<file path="src/rtl/display_scan_ctrl.sv">
// Eight-digit common-anode 7-segment scan controller with a double-buffered load port.
// Each digit slot opens with a dark blanking interval; new contents swap in at frame boundaries.
module display_scan_ctrl #(
    parameter int unsigned CLK_HZ       = 100_000_000,
    parameter int unsigned SCAN_HZ      = 1000,
    parameter int unsigned BLANK_CYCLES = 100
) (
    input  logic        CLK_100MHZ,
    input  logic        RST_N,
    input  logic        LOAD,
    input  logic [31:0] DATA,
    input  logic [7:0]  DP_IN,
    input  logic [7:0]  EN_MASK,
    output logic        PENDING,
    output logic [7:0]  AN,
    output logic [6:0]  SEG,
    output logic        DP_N,
    output logic        FRAME_TICK
);

    localparam int unsigned SLOT  = CLK_HZ / SCAN_HZ;
    localparam int unsigned CNT_W = (SLOT > 1) ? $clog2(SLOT) : 1;
    localparam logic [CNT_W-1:0] CNT_LAST  = CNT_W'(SLOT - 1);
    localparam logic [CNT_W-1:0] CNT_BLANK = CNT_W'(BLANK_CYCLES);

    typedef enum logic {StBlank, StShow} state_e;

    state_e           state_q, state_d;
    logic [CNT_W-1:0] cnt_q, cnt_d;
    logic [2:0]       idx_q, idx_d;
    logic             slot_end, boundary;

    logic             pend_q, pend_d;
    logic [31:0]      pend_data_q, pend_data_d;
    logic [7:0]       pend_dp_q, pend_dp_d;
    logic [7:0]       pend_mask_q, pend_mask_d;
    logic [31:0]      act_data_q, act_data_d;
    logic [7:0]       act_dp_q, act_dp_d;
    logic [7:0]       act_mask_q, act_mask_d;

    logic [7:0]       an_q, an_d;
    logic [6:0]       seg_q, seg_d;
    logic             dp_n_q, dp_n_d;
    logic             tick_q;
    logic [3:0]       nibble;

    function automatic logic [6:0] hex7(input logic [3:0] v);
        logic [6:0] s;
        case (v)
            4'h0: s = 7'b1000000;
            4'h1: s = 7'b1111001;
            4'h2: s = 7'b0100100;
            4'h3: s = 7'b0110000;
            4'h4: s = 7'b0011001;
            4'h5: s = 7'b0010010;
            4'h6: s = 7'b0000010;
            4'h7: s = 7'b1111000;
            4'h8: s = 7'b0000000;
            4'h9: s = 7'b0010000;
            4'hA: s = 7'b0001000;
            4'hB: s = 7'b0000011;
            4'hC: s = 7'b1000110;
            4'hD: s = 7'b0100001;
            4'hE: s = 7'b0000110;
            default: s = 7'b0001110;
        endcase
        return s;
    endfunction

    // Slot counter and digit index; the FSM state always tracks the counter phase.
    always_comb begin
        slot_end = (cnt_q == CNT_LAST);
        boundary = slot_end && (idx_q == 3'd7);
        cnt_d    = slot_end ? '0 : cnt_q + 1'b1;
        idx_d    = slot_end ? idx_q + 3'd1 : idx_q;
        state_d  = (cnt_d < CNT_BLANK) ? StBlank : StShow;
    end

    // A boundary transfer takes priority; a LOAD on that cycle is dropped.
    always_comb begin
        pend_d      = pend_q;
        pend_data_d = pend_data_q;
        pend_dp_d   = pend_dp_q;
        pend_mask_d = pend_mask_q;
        act_data_d  = act_data_q;
        act_dp_d    = act_dp_q;
        act_mask_d  = act_mask_q;
        if (boundary && pend_q) begin
            act_data_d = pend_data_q;
            act_dp_d   = pend_dp_q;
            act_mask_d = pend_mask_q;
            pend_d     = 1'b0;
        end else if (LOAD && !pend_q) begin
            pend_data_d = DATA;
            pend_dp_d   = DP_IN;
            pend_mask_d = EN_MASK;
            pend_d      = 1'b1;
        end
    end

    always_comb begin
        nibble = act_data_q[{idx_q, 2'b00} +: 4];
        an_d   = 8'hFF;
        seg_d  = 7'h7F;
        dp_n_d = 1'b1;
        case (state_q)
            StBlank: begin
            end
            StShow: begin
                if (act_mask_q[idx_q]) begin
                    an_d[idx_q] = 1'b0;
                    seg_d       = hex7(nibble);
                    dp_n_d      = ~act_dp_q[idx_q];
                end
            end
            default: begin
            end
        endcase
    end

    always_ff @(posedge CLK_100MHZ or negedge RST_N) begin
        if (!RST_N) begin
            state_q     <= StBlank;
            cnt_q       <= '0;
            idx_q       <= 3'd0;
            pend_q      <= 1'b0;
            pend_data_q <= 32'h0;
            pend_dp_q   <= 8'h0;
            pend_mask_q <= 8'h0;
            act_data_q  <= 32'h0;
            act_dp_q    <= 8'h0;
            act_mask_q  <= 8'h0;
            an_q        <= 8'hFF;
            seg_q       <= 7'h7F;
            dp_n_q      <= 1'b1;
            tick_q      <= 1'b0;
        end else begin
            state_q     <= state_d;
            cnt_q       <= cnt_d;
            idx_q       <= idx_d;
            pend_q      <= pend_d;
            pend_data_q <= pend_data_d;
            pend_dp_q   <= pend_dp_d;
            pend_mask_q <= pend_mask_d;
            act_data_q  <= act_data_d;
            act_dp_q    <= act_dp_d;
            act_mask_q  <= act_mask_d;
            an_q        <= an_d;
            seg_q       <= seg_d;
            dp_n_q      <= dp_n_d;
            tick_q      <= boundary;
        end
    end

    assign PENDING    = pend_q;
    assign AN         = an_q;
    assign SEG        = seg_q;
    assign DP_N       = dp_n_q;
    assign FRAME_TICK = tick_q;

endmodule

</file>
<file path="config.mk">
export PLATFORM = sky130hd
export DESIGN_NAME = display_scan_ctrl
export DESIGN_NICKNAME = d
export VERILOG_FILES = /design/src/rtl/display_scan_ctrl.sv
export SDC_FILE = /design/constraint.sdc
export NUM_CORES = 1
export LEC_CHECK = 0
export ABC_AREA = 1
export ABC_CLOCK_PERIOD_IN_PS = 3500
export CAP_MARGIN = 20
export CELL_PAD_IN_SITES_DETAIL_PLACEMENT = 2
export CELL_PAD_IN_SITES_GLOBAL_PLACEMENT = 2
export CORE_MARGIN = 2
export CORE_UTILIZATION = 37
export CTS_CLUSTER_DIAMETER = 30
export DETAILED_ROUTE_END_ITERATION = 10
export PLACE_DENSITY_LB_ADDON = 0.08
export SYNTH_ARGS = -nofsm -noshare
export SYNTH_HDL_FRONTEND = slang
export SYNTH_SLANG_ARGS = --single-unit
</file>
<file path="constraint.sdc">
create_clock -name CLK_100MHZ -period 3.5 [get_ports CLK_100MHZ]
set_input_delay 0.525 -clock CLK_100MHZ [delete_from_list [all_inputs] [get_ports CLK_100MHZ]]
set_output_delay 0.525 -clock CLK_100MHZ [all_outputs]
set_load 0.01 [all_outputs]
</file>
==> key figures, run 1 <==
Place
  – IO Port Bufs: 68
  – GPL Wtd Cong: 0.813
  – Detailed Place HPWL: 11,500 um

Setup path
  – Critical Path RT: 3.86 ns
  – Crit path DAT: 3.26 ns
  – Crit-path slowest cell: dfrtp_1
  – CP max FO: 28
  – CP Class: flop to flop
  – Worst Path Buf+Inv: 3
  – Most used cell, CP: inv_1
  – R2R depth: 9
  – Worst Setup End Kind: flop
  – Worst R2R End: SEG[0]
  – Crit path max-delay family: flip-flops
  – CP max stage delay: 0.92 ns
  – CP Launch Type: flop
  – Flop2flop setup slack: 0.59 ns
  – Critical-path cell list: inv_2, o211ai_1, nand4_1, inv_1, ha_1, inv_1, nor2_1, o21ai_0, nand3_1
  – Worst r2r src: idx_q[0]

Yosys
  – Syn avg cell area: 9.08 um2
  – Xor/xnor cell area share of the yosys netlist: 0.719%
  – Area contributors post-synth: dfrtp_1 (49%), nand2_1 (9.5%), dfstp_2 (6.9%)
  – Synthesis warning total: 0
  – Synth Register Bits: 135
  – Synthesized area: 0.00609 mm2
  – Mux cell area share after synthesis: 5.36%
  – Largest area contributor in the netlist: dfrtp_1
  – Cells after synthesis: 671
  – Distinct cell type count after synthesis: 31
  – Sequential area share after synthesis: 55.8%
  – Largest family of logic cells by synthesized area: simple AND/OR/NAND/NOR gates
  – Post-synthesis adder-cell area fraction: 1.85%
  – Simple-gate share of the synthesized area: 22.2%
  – Net Count, Synth: 731
  – Top-area cell type share of the netlist area: 48.9%
  – Compound-Gate Fraction of Synth Area: 6.92%

Timing
  – Final setup viols: 0
  – Max_slew headroom: 41.1%
  – FMAX: 344 MHz
  – Slew @ Worst Pin: 0.883 ns
  – Worst hold margin: 0.0369 ns
  – Hold Fails Final Rpt: 0
  – Slew Viols, Final: 0
  – Setup_tns: 0 ns
  – Tcrit/Tclk final: 83.1%
  – Post-layout min period: 2.91 ns
  – Unrepaired setup endpoints after global routing: false
  – Clk_skew: 0.00836 ns

Detailed routing
  – Initial DRT Pass Iterations: 4
  – 1st-iter DRT viols: 204
  – DR vias/cell: 4.98
  – Total number of vias: 4,830
  – DRT Wirelength: 17,000 um
  – Antenna Nets Post-Route: 0
  – Drt drc: 0
  – Routed len/inst: 17.5 um

Clock network
  – H-tree depth: 4
  – Clk Latency, worst-skew pair: 0.42 ns
  – CTS clk-pin slew, worst paths: 0.06 ns
  – CTS resizes: 0
  – CTS max path bufs: 2
  – Setup repair bufs after CTS: 0
  – Post-CTS Hold Buffers: 0
  – Total CTS buffers: 17
  – Root Buffer: clkbuf_16
  – Clk sinks: 135
  – TritonCTS clock tree: built

Global route
  – Initial antenna violation count: 0
  – Largest net degree at the start of global routing: 113
  – Number of global-route vias before repair: 5,501
  – Congestion Overflow GR: 0
  – Global Route Usage Sum: 20.9%
  – First-pass GRT wire length: 29,000 um

Finish
  – Share of post-route cells with drive strength above 1: 14.3%
  – ANT cells: 0
  – Final net count: 800
  – Layout area overhead: 25.1%

Die
  – Die Ht: 132 um
  – Horiz. Die Dim: 132 um
  – Die area: 0.0175 mm2
  – # rows: 46
  – Top Ports: 69
  – Core area: 0.0160 mm2
  – Starting Density: 38.1%

Status
  – Status: finished, final reports clean

Power
  – Leakage: 3.74 nW
  – Worst vdd ir: 0.350 mV
  – Power Dens Cells: 495 mW/mm2

Worst hold path
  – Hold Path Class: input pin to asynchronous set/reset pin

Run
  – Max cap viols: 0
## layout make-up
type	count	area, um2
clock buffers	17	425
clock inverters	15	216
fillers	1751	8380
inverters	80	300
multi-input cells	431	2260
flip-flops and latches	135	3400
well taps	216	270
repair buffers	75	754
## worst register-to-register path: cells and delay by family, from the launching register on
family	cells	cell delay [ns]
buffers and inverters	3	0.68
and+or+nand+nor	3	0.62
AOI/OAI and AO/OA	2	0.44
DFF	1	0.92
adders and majority gates	1	0.19
## per-stage QoR
step / std cells / utilization (%) / total power [mW] / instance area, um2 / setup WS (ns)
finish: 969 / 47.6 / 3.77 / 7620 / 0.593
global placement: 936 / 43.5 / 1.84 / 6950 / 0.835
CTS: 968 / 47.5 / 3.83 / 7600 / 0.550
global route: 969 / 47.6 / 3.91 / 7620 / 0.323
floorplan: 671 / - / 1.73 / 6090 / 1.61
detailed placement: 936 / 43.5 / 1.85 / 6950 / 0.644
## power by group
part / internal (mW) / switching [mW] / total, mW
Clock: 1.21 / 0.741 / 1.95
Sequential: 1.63 / 0.0302 / 1.66
Combinational: 0.0915 / 0.0752 / 0.167
Total: 2.93 / 0.847 / 3.77
## flip-flops by register name, summed over array words and instances (netlist names), 3 cells and up
signal,cells
AN,8
SEG,7
act_data_q,32
act_dp_q,8
act_mask_q,8
cnt_q,17
idx_q,3
pend_data_q,32
pend_dp_q,8
pend_mask_q,8
## worst max-delay path by stage
stage,startpoint,to,cells after the start
6_report,idx_q[0],SEG[0],9
5_1_grt,idx_q[0],SEG[0],9
4_1_cts,idx_q[0],SEG[0],9
3_5_place_dp,idx_q[0],SEG[0],9
3_3_place_gp,idx_q[0],SEG[0],9
2_1_floorplan,idx_q[0],SEG[0],11
## synthesized netlist by cell type (all sizes together)
master and number:
nand3 67, inv 80, o2111ai 1, o21ai 39, nand2 156, mux2 29
nor3 3, a21oi 21, nand4 10, or2 6, nor2 69, dfrtp 119
o21a 5, ha 9, buf 14, o211ai 10, clkbuf 11, dfstp 16
nand3b 1, xor2 5
## cells by family after synthesis
logic type,count (synthesis)
DFF,135
buffers and inverters,105
xor gates and xnor gates,5
muxes,29
and+or+nand+nor,312
AOI/OAI and AO/OA,76
adders and majority gates,9
## per-layer routing
| layer | routed length [um] | track usage [%] |
|---|---|---|
| met3 | 432 | 4.19 |
| met2 | 8790 | 36.6 |
| met5 | 0 | 0 |
| met4 | 154 | 5.08 |
| met1 | 7590 | 26.7 |
## placed cells by master, fill, tap and decap left out, drive strengths merged, types with 3 or more instances in the layout
master and count:
nand2 156, dfrtp 119, inv 85, nor2 69
clkdlybuf4s50 67, nand3 67, o21ai 39, mux2 29
a21oi 21, clkbuf 17, dfstp 16, o211ai 10
nand4 10, ha 9, buf 8, or2 6
xor2 5, o21a 5, clkinvlp 4, bufinv 4
nor3 3
No activity file was read; power rests on OpenSTA's default activity.
==> run 2, diff against run 1 <==
--- a/config.mk
+++ b/config.mk
@@ -6,12 +6,12 @@
 export NUM_CORES = 1
 export LEC_CHECK = 0
 export ABC_AREA = 1
-export ABC_CLOCK_PERIOD_IN_PS = 3500
+export ABC_CLOCK_PERIOD_IN_PS = 2800
 export CAP_MARGIN = 20
 export CELL_PAD_IN_SITES_DETAIL_PLACEMENT = 2
 export CELL_PAD_IN_SITES_GLOBAL_PLACEMENT = 2
 export CORE_MARGIN = 2
-export CORE_UTILIZATION = 37
+export CORE_UTILIZATION = 35
 export CTS_CLUSTER_DIAMETER = 30
 export DETAILED_ROUTE_END_ITERATION = 10
 export PLACE_DENSITY_LB_ADDON = 0.08
==> constraint.sdc (replaced) <==
create_clock -name CLK_100MHZ -period 2.8 [get_ports CLK_100MHZ]
set_input_delay 0.42 -clock CLK_100MHZ [delete_from_list [all_inputs] [get_ports CLK_100MHZ]]
set_output_delay 0.42 -clock CLK_100MHZ [all_outputs]
set_load 0.01 [all_outputs]
==> run 2 against run 1 <==
Sequential cell count did not move. Sequential share of layout area grew 0.15 points. Critical path type is now flop to primary output. Hold slack got worse by 0.027 ns.
==> key figures, run 2 (synthesized netlist as in run 1, its figures left out) <==
Setup path
  – CP Class: flop to primary output (was flop to flop)
  – CP Launch Type: flop (unchanged)
  – Critical-path cell list: buf_4, clkdlybuf4s50_1 (was inv_2, o211ai_1, nand4_1, inv_1, ha_1, inv_1, nor2_1, o21ai_0, nand3_1)
  – Critical Path RT: 2.38 ns (was 3.86 ns)
  – Crit path DAT: 1.99 ns (was 3.26 ns)
  – Worst Setup End Kind: primary output (was flop)
  – CP max stage delay: 0.62 ns (was 0.92 ns)
  – CP max FO: 23 (was 28)
  – R2R depth: 10 (was 9)
  – Crit-path slowest cell: dfrtp_1 (unchanged)

Clock network
  – TritonCTS clock tree: built (unchanged)
  – H-tree depth: 4 (unchanged)
  – Clk sinks: 135 (unchanged)
  – CTS resizes: 0 (unchanged)
  – Root Buffer: clkbuf_16 (unchanged)
  – Clk Latency, worst-skew pair: 0.42 ns (about the same)
  – Total CTS buffers: 17 (unchanged)
  – Setup repair bufs after CTS: 0 (unchanged)
  – Post-CTS Hold Buffers: 0 (unchanged)
  – CTS max path bufs: 2 (unchanged)
  – CTS clk-pin slew, worst paths: 0.06 ns (about the same)

Die
  – Starting Density: 35.5% (was 38.1%)
  – Die Ht: 136 um (was 132 um)
  – Top Ports: 69 (unchanged)
  – # rows: 48 (was 46)
  – Core area: 0.0172 mm2 (was 0.0160 mm2)
  – Horiz. Die Dim: 136 um (was 132 um)
  – Die area: 0.0185 mm2 (was 0.0175 mm2)

Timing
  – Max_slew headroom: 50.3% (was 41.1%)
  – Final setup viols: 0 (unchanged)
  – Clk_skew: 0.0105 ns (was 0.00836 ns)
  – Tcrit/Tclk final: 86.1%
  – Final WS setup: 0.388 ns (was 0.593 ns)
  – FMAX: 415 MHz
  – Unrepaired setup endpoints after global routing: false (unchanged)
  – Setup_tns: 0 ns (unchanged)
  – Post-layout min period: 2.41 ns
  – Slew @ Worst Pin: 0.745 ns (was 0.883 ns)
  – Slew Viols, Final: 0 (unchanged)
  – Hold Fails Final Rpt: 0 (unchanged)

Detailed routing
  – DR vias/cell: 4.88 (was 4.98)
  – Antenna Nets Post-Route: 0 (unchanged)
  – Initial DRT Pass Iterations: 4 (unchanged)
  – Total number of vias: 4,787 (was 4,830)
  – Drt drc: 0 (unchanged)
  – Routed len/inst: 16.9 um (was 17.5 um)
  – 1st-iter DRT viols: 184 (was 204)
  – DRT Wirelength: 16,500 um (was 17,000 um)

Worst hold path
  – Hold Path Class: input pin to asynchronous set/reset pin (unchanged)

Power
  – Worst vdd ir: 0.394 mV (was 0.350 mV)
  – Power Dens Cells: 592 mW/mm2 (was 495 mW/mm2)
  – Total power draw: 4.50 mW (was 3.77 mW)
  – Leakage: 3.73 nW (was 3.74 nW)

Global route
  – Largest net degree at the start of global routing: 77 (was 113)
  – Number of global-route vias before repair: 5,456 (was 5,501)
  – Global Route Usage Sum: 19.4% (was 20.9%)
  – Congestion Overflow GR: 0 (unchanged)
  – First-pass GRT wire length: 28,000 um (was 29,000 um)
  – Initial antenna violation count: 0 (unchanged)

Finish
  – Share of post-route cells with drive strength above 1: 14.4% (was 14.3%)
  – Layout area overhead: 24.7% (was 25.1%)
  – Leading cell type in the layout, fill and taps excluded: nand2_1 (unchanged)
  – Final Core Density: 44.2% (was 47.6%)
  – Filler Cell Count: 1,850 (was 1,751)
  – Most frequent cells in the layout: nand2_1 (153), dfrtp_1 (119), inv_1 (76) (unchanged)
  – Largest registers: act_data_q: 32 flops, pend_data_q: 32 flops, cnt_q: 17 flops (unchanged)
  – ANT cells: 0 (unchanged)
  – Final net count: 802 (was 800)

Place
  – GPL Wtd Cong: 0.790 (was 0.813)
  – Detailed Place HPWL: 11,500 um (about the same)
  – Dpl ws: 0.420 ns (was 0.644 ns)
  – IO Port Bufs: 68 (unchanged)

Run
  – Max cap viols: 0 (unchanged)

Status
  – Status: finished, final reports clean (unchanged)
## run 2: worst paths after layout
| check | to | slack, ns | start |
|---|---|---|---|
| max in group asynchronous | pend_data_q[2] | 1.93 | RST_N |
| max | PENDING | 0.39 | PENDING |
| min reg2reg | act_data_q[29] | 0.47 | act_data_q[29] |
| max reg2reg | SEG[0] | 0.40 | idx_q[0] |
| min in group CLK_100MHZ | act_data_q[29] | 0.47 | act_data_q[29] |
| min | cnt_q[16] | 0.01 | RST_N |
## run 2: power breakdown
group / internal [mW] / switching [mW] / total [mW]
logic: 0.112 / 0.0882 / 0.201
clock network: 1.35 / 0.876 / 2.23
registers: 2.03 / 0.0368 / 2.07
## run 2: critical path: cells and delay by family (launching register included)
family,cells,cell delay (ns)
buf+inv,2,0.94
flops,1,0.62
## run 2: final cells by class
type / count / area (um2) / share of cell area, %
Timing Repair Buffer: 77 / 774 / 10.2
Sequential cell: 135 / 3400 / 44.7
Clock buffer: 20 / 457 / 6.01
Clock inverter: 12 / 129 / 1.70
Tap cell: 225 / 282 / 3.70
Inverter: 80 / 300 / 3.95
Multi-Input combinational cell: 431 / 2260 / 29.7
## run 2: metrics by stage
stage          hold slack [ns]  cells  area, um2
6_report               0.00973    980       7600
3_3_place_gp             0.457    948       7010
3_5_place_dp             0.461    948       7010
5_1_grt                 0.0817    980       7600
4_1_cts                 0.0639    980       7600
2_1_floorplan            0.124    671       6090
## run 2: metal layers
| layer | GRT usage, % | routed length, um |
|---|---|---|
| met5 | 0 | 0 |
| met3 | 3.50 | 373 |
| met4 | 5.67 | 196 |
| met2 | 33.8 | 8230 |
| met1 | 24.8 | 7710 |
==> run 3, diff against run 2 <==
--- a/config.mk
+++ b/config.mk
@@ -6,15 +6,17 @@
 export NUM_CORES = 1
 export LEC_CHECK = 0
 export ABC_AREA = 1
-export ABC_CLOCK_PERIOD_IN_PS = 2800
+export ABC_CLOCK_PERIOD_IN_PS = 2400
 export CAP_MARGIN = 20
 export CELL_PAD_IN_SITES_DETAIL_PLACEMENT = 2
 export CELL_PAD_IN_SITES_GLOBAL_PLACEMENT = 2
+export CORE_ASPECT_RATIO = 1.5
 export CORE_MARGIN = 2
 export CORE_UTILIZATION = 35
 export CTS_CLUSTER_DIAMETER = 30
 export DETAILED_ROUTE_END_ITERATION = 10
 export PLACE_DENSITY_LB_ADDON = 0.08
+export SKIP_CTS_REPAIR_TIMING = 1
 export SYNTH_ARGS = -nofsm -noshare
 export SYNTH_HDL_FRONTEND = slang
 export SYNTH_SLANG_ARGS = --single-unit
==> constraint.sdc (replaced) <==
create_clock -name CLK_100MHZ -period 2.4 [get_ports CLK_100MHZ]
set_input_delay 0.36 -clock CLK_100MHZ [delete_from_list [all_inputs] [get_ports CLK_100MHZ]]
set_output_delay 0.36 -clock CLK_100MHZ [all_outputs]
set_load 0.01 [all_outputs]
==> run 3 against run 2 <==
Clock skew is 0.0010 ns higher. Final cell count is 0.10% lower. Clock-buffer cell count is 1 lower. Critical path depth is 8 higher.
==> key figures, run 3 (synthesized netlist as in run 1, its figures left out) <==
Global route
  – First-pass GRT wire length: 28,300 um (was 28,000 um)
  – Congestion Overflow GR: 0 (unchanged)
  – Largest net degree at the start of global routing: 50 (was 77)
  – Initial antenna violation count: 0 (unchanged)
  – Number of global-route vias before repair: 5,530 (was 5,456)
  – Global Route Usage Sum: 19.7% (was 19.4%)

Clock network
  – Clk Latency, worst-skew pair: 0.43 ns (was 0.42 ns)
  – H-tree depth: 4 (unchanged)
  – Root Buffer: clkbuf_16 (unchanged)
  – Total CTS buffers: 17 (unchanged)
  – CTS clk-pin slew, worst paths: 0.06 ns (about the same)
  – Clk sinks: 135 (unchanged)
  – CTS max path bufs: 2 (unchanged)
  – TritonCTS clock tree: built (unchanged)

Finish
  – Largest registers: act_data_q: 32 flops, pend_data_q: 32 flops, cnt_q: 17 flops (unchanged)
  – Leading cell type in the layout, fill and taps excluded: nand2_1 (unchanged)
  – Share of post-route cells with drive strength above 1: 15.7% (was 14.4%)
  – Fin area: 0.00766 mm2 (was 0.00760 mm2)
  – Final net count: 814 (was 802)
  – Filler Cell Count: 1,871 (was 1,850)
  – Finished Layout Cells: 979 (was 980)
  – Most frequent cells in the layout: nand2_1 (153), dfrtp_1 (118), inv_1 (76) (was nand2_1 (153), dfrtp_1 (119), inv_1 (76))
  – Layout area overhead: 25.7% (was 24.7%)
  – ANT cells: 0 (unchanged)
  – Final Core Density: 44.5% (was 44.2%)

Place
  – IO Port Bufs: 68 (unchanged)
  – Detailed Place HPWL: 12,700 um (was 11,500 um)
  – GPL Wtd Cong: 0.858 (was 0.790)
  – Post-Place Cells: 945 (was 948)
  – Post-DP Area: 0.00708 mm2 (was 0.00701 mm2)

Setup path
  – Critical-path cell list: nor2_2, buf_4, o21a_1, o21ai_0, nand2_1, nor2_1, ha_1, nor2_1, o21ai_1, nand3_1 (was buf_4, clkdlybuf4s50_1)
  – CP Class: flop to flop (was flop to primary output)
  – Worst R2R End: SEG[3] (was SEG[0])
  – Worst Setup End Kind: flop (was primary output)
  – CP Launch Type: flop (unchanged)
  – R2R depth: 10 (unchanged)
  – Critical Path RT: 2.75 ns (was 2.38 ns)
  – CP max stage delay: 0.49 ns (was 0.62 ns)
  – Crit path DAT: 2.51 ns (was 1.99 ns)
  – Worst Path Buf+Inv: 1 (was 2)
  – Crit-path slowest cell: dfrtp_1 (unchanged)
  – CP max FO: 6 (was 23)
  – Flop2flop setup slack: 0.24 ns (was 0.40 ns)
  – Crit path max-delay family: simple AND/OR/NAND/NOR gates (was buffers and inverters)
  – Worst r2r src: idx_q[2] (was idx_q[0])
  – Most used cell, CP: nor2_1

Power
  – Total power draw: 5.09 mW (was 4.50 mW)
  – Power Dens Cells: 665 mW/mm2 (was 592 mW/mm2)
  – P_sw: 1.14 mW (was 1.00 mW)
  – Leakage: 3.77 nW (was 3.73 nW)
  – Internal power: 3.95 mW (was 3.50 mW)
  – Sequential power share: 47.4% (was 46.0%)
  – Worst vdd ir: 0.430 mV (was 0.394 mV)
  – Combinational power share: 4.7% (was 4.5%)
  – Net Sw Frac: 22.5% (was 22.2%)
  – Clock network power share: 47.9% (was 49.6%)

Die
  – Die area: 0.0185 mm2 (about the same)
  – Horiz. Die Dim: 112 um (was 136 um)
  – # rows: 59 (was 48)
  – Die Ht: 166 um (was 136 um)
  – Starting Density: 35.4% (was 35.5%)
  – Top Ports: 69 (unchanged)
  – Core area: 0.0172 mm2 (about the same)

Timing
  – FMAX: 463 MHz
  – Slew Viols, Final: 0 (unchanged)
  – Slew @ Worst Pin: 0.498 ns (was 0.745 ns)
  – Post-layout min period: 2.16 ns
  – Unrepaired setup endpoints after global routing: false (unchanged)
  – Final setup viols: 0 (unchanged)
  – Max_slew headroom: 66.8% (was 50.3%)
  – Hold Fails Final Rpt: 0 (unchanged)
  – Tcrit/Tclk final: 90.0%
  – Setup_tns: 0 ns (unchanged)
  – Clk_skew: 0.0115 ns (was 0.0105 ns)

Detailed routing
  – Drt drc: 0 (unchanged)
  – Antenna Nets Post-Route: 0 (unchanged)
  – DR vias/cell: 4.96 (was 4.88)
  – Routed len/inst: 17.3 um (was 16.9 um)
  – DRT Wirelength: 16,900 um (was 16,500 um)
  – Total number of vias: 4,851 (was 4,787)
  – 1st-iter DRT viols: 148 (was 184)
  – Initial DRT Pass Iterations: 4 (unchanged)

Status
  – Status: finished, final reports clean (unchanged)

Worst hold path
  – Hold Path Class: input pin to asynchronous set/reset pin (unchanged)

Run
  – Max cap viols: 0 (unchanged)
run 3: cell count changes in the layout (fill, tap and decap cells not counted), sizes merged:
cell	change
clkbuf	-1
clkinv	-2
clkinvlp	+2
bufinv	-1
inv	+1
dlygate4sd3	+1
buf	+11
run 3: worst max-delay path by stage:
stage	start	endpoint	slack, ns	depth (start not counted)
final	idx_q[2]	SEG[3]	0.24	10
after global routing	idx_q[2]	SEG[0]	0.06	11
after CTS	idx_q[0]	SEG[0]	0.09	9
after detailed placement	idx_q[0]	SEG[0]	0.12	9
after global placement	idx_q[0]	SEG[0]	0.31	11
after floorplan	idx_q[0]	SEG[0]	0.51	11
run 3: worst register-to-register path, stage by stage, from the launching register on:
cell	delay [ns]
dfrtp_1	0.49
nor2_2	0.12
buf_4	0.19
o21a_1	0.11
o21ai_0	0.12
nand2_1	0.09
nor2_1	0.34
ha_1	0.34
nor2_1	0.13
o21ai_1	0.08
nand3_1	0.09
run 3: per-layer routing:
layer	track usage (%)	share of wire, %	vias to the layer above
met5	0	0	-
met4	7.30	2.2	0
met3	3.91	2.4	25
met2	38.3	57	68
met1	20.7	39	2442
li1	-	-	2316
run 3: power by group through the flow:
| stage | Combinational (mW) | Clock, mW | Sequential (mW) |
|---|---|---|---|
| 6_report | 0.238 | 2.44 | 2.41 |
| 5_1_grt | 0.270 | 2.59 | 2.43 |
| 4_1_cts | 0.246 | 2.51 | 2.42 |
| 3_5_place_dp | 0.245 | 0 | 2.46 |
| 3_3_place_gp | 0.234 | 0 | 2.45 |
| 2_1_floorplan | 0.0852 | 0 | 2.44 |
run 3: layout make-up:
| class | count | area, um2 | share of cell area [%] |
|---|---|---|---|
| timing repair buffer | 89 | 880 | 11.5 |
| tap | 213 | 267 | 3.48 |
| inverter | 80 | 300 | 3.92 |
| clock buffer | 19 | 443 | 5.78 |
| sequential | 135 | 3400 | 44.4 |
| clock inverter | 12 | 105 | 1.37 |
| multi-input combinational | 431 | 2260 | 29.6 |
run 3: stage by stage:
step                hold slack (ns)  setup WS, ns
floorplan                    0.0644         0.510
global placement              0.309         0.312
detailed placement            0.315         0.119
CTS                          -0.138        0.0876
global route                  0.475        0.0631
finish                        0.433         0.240
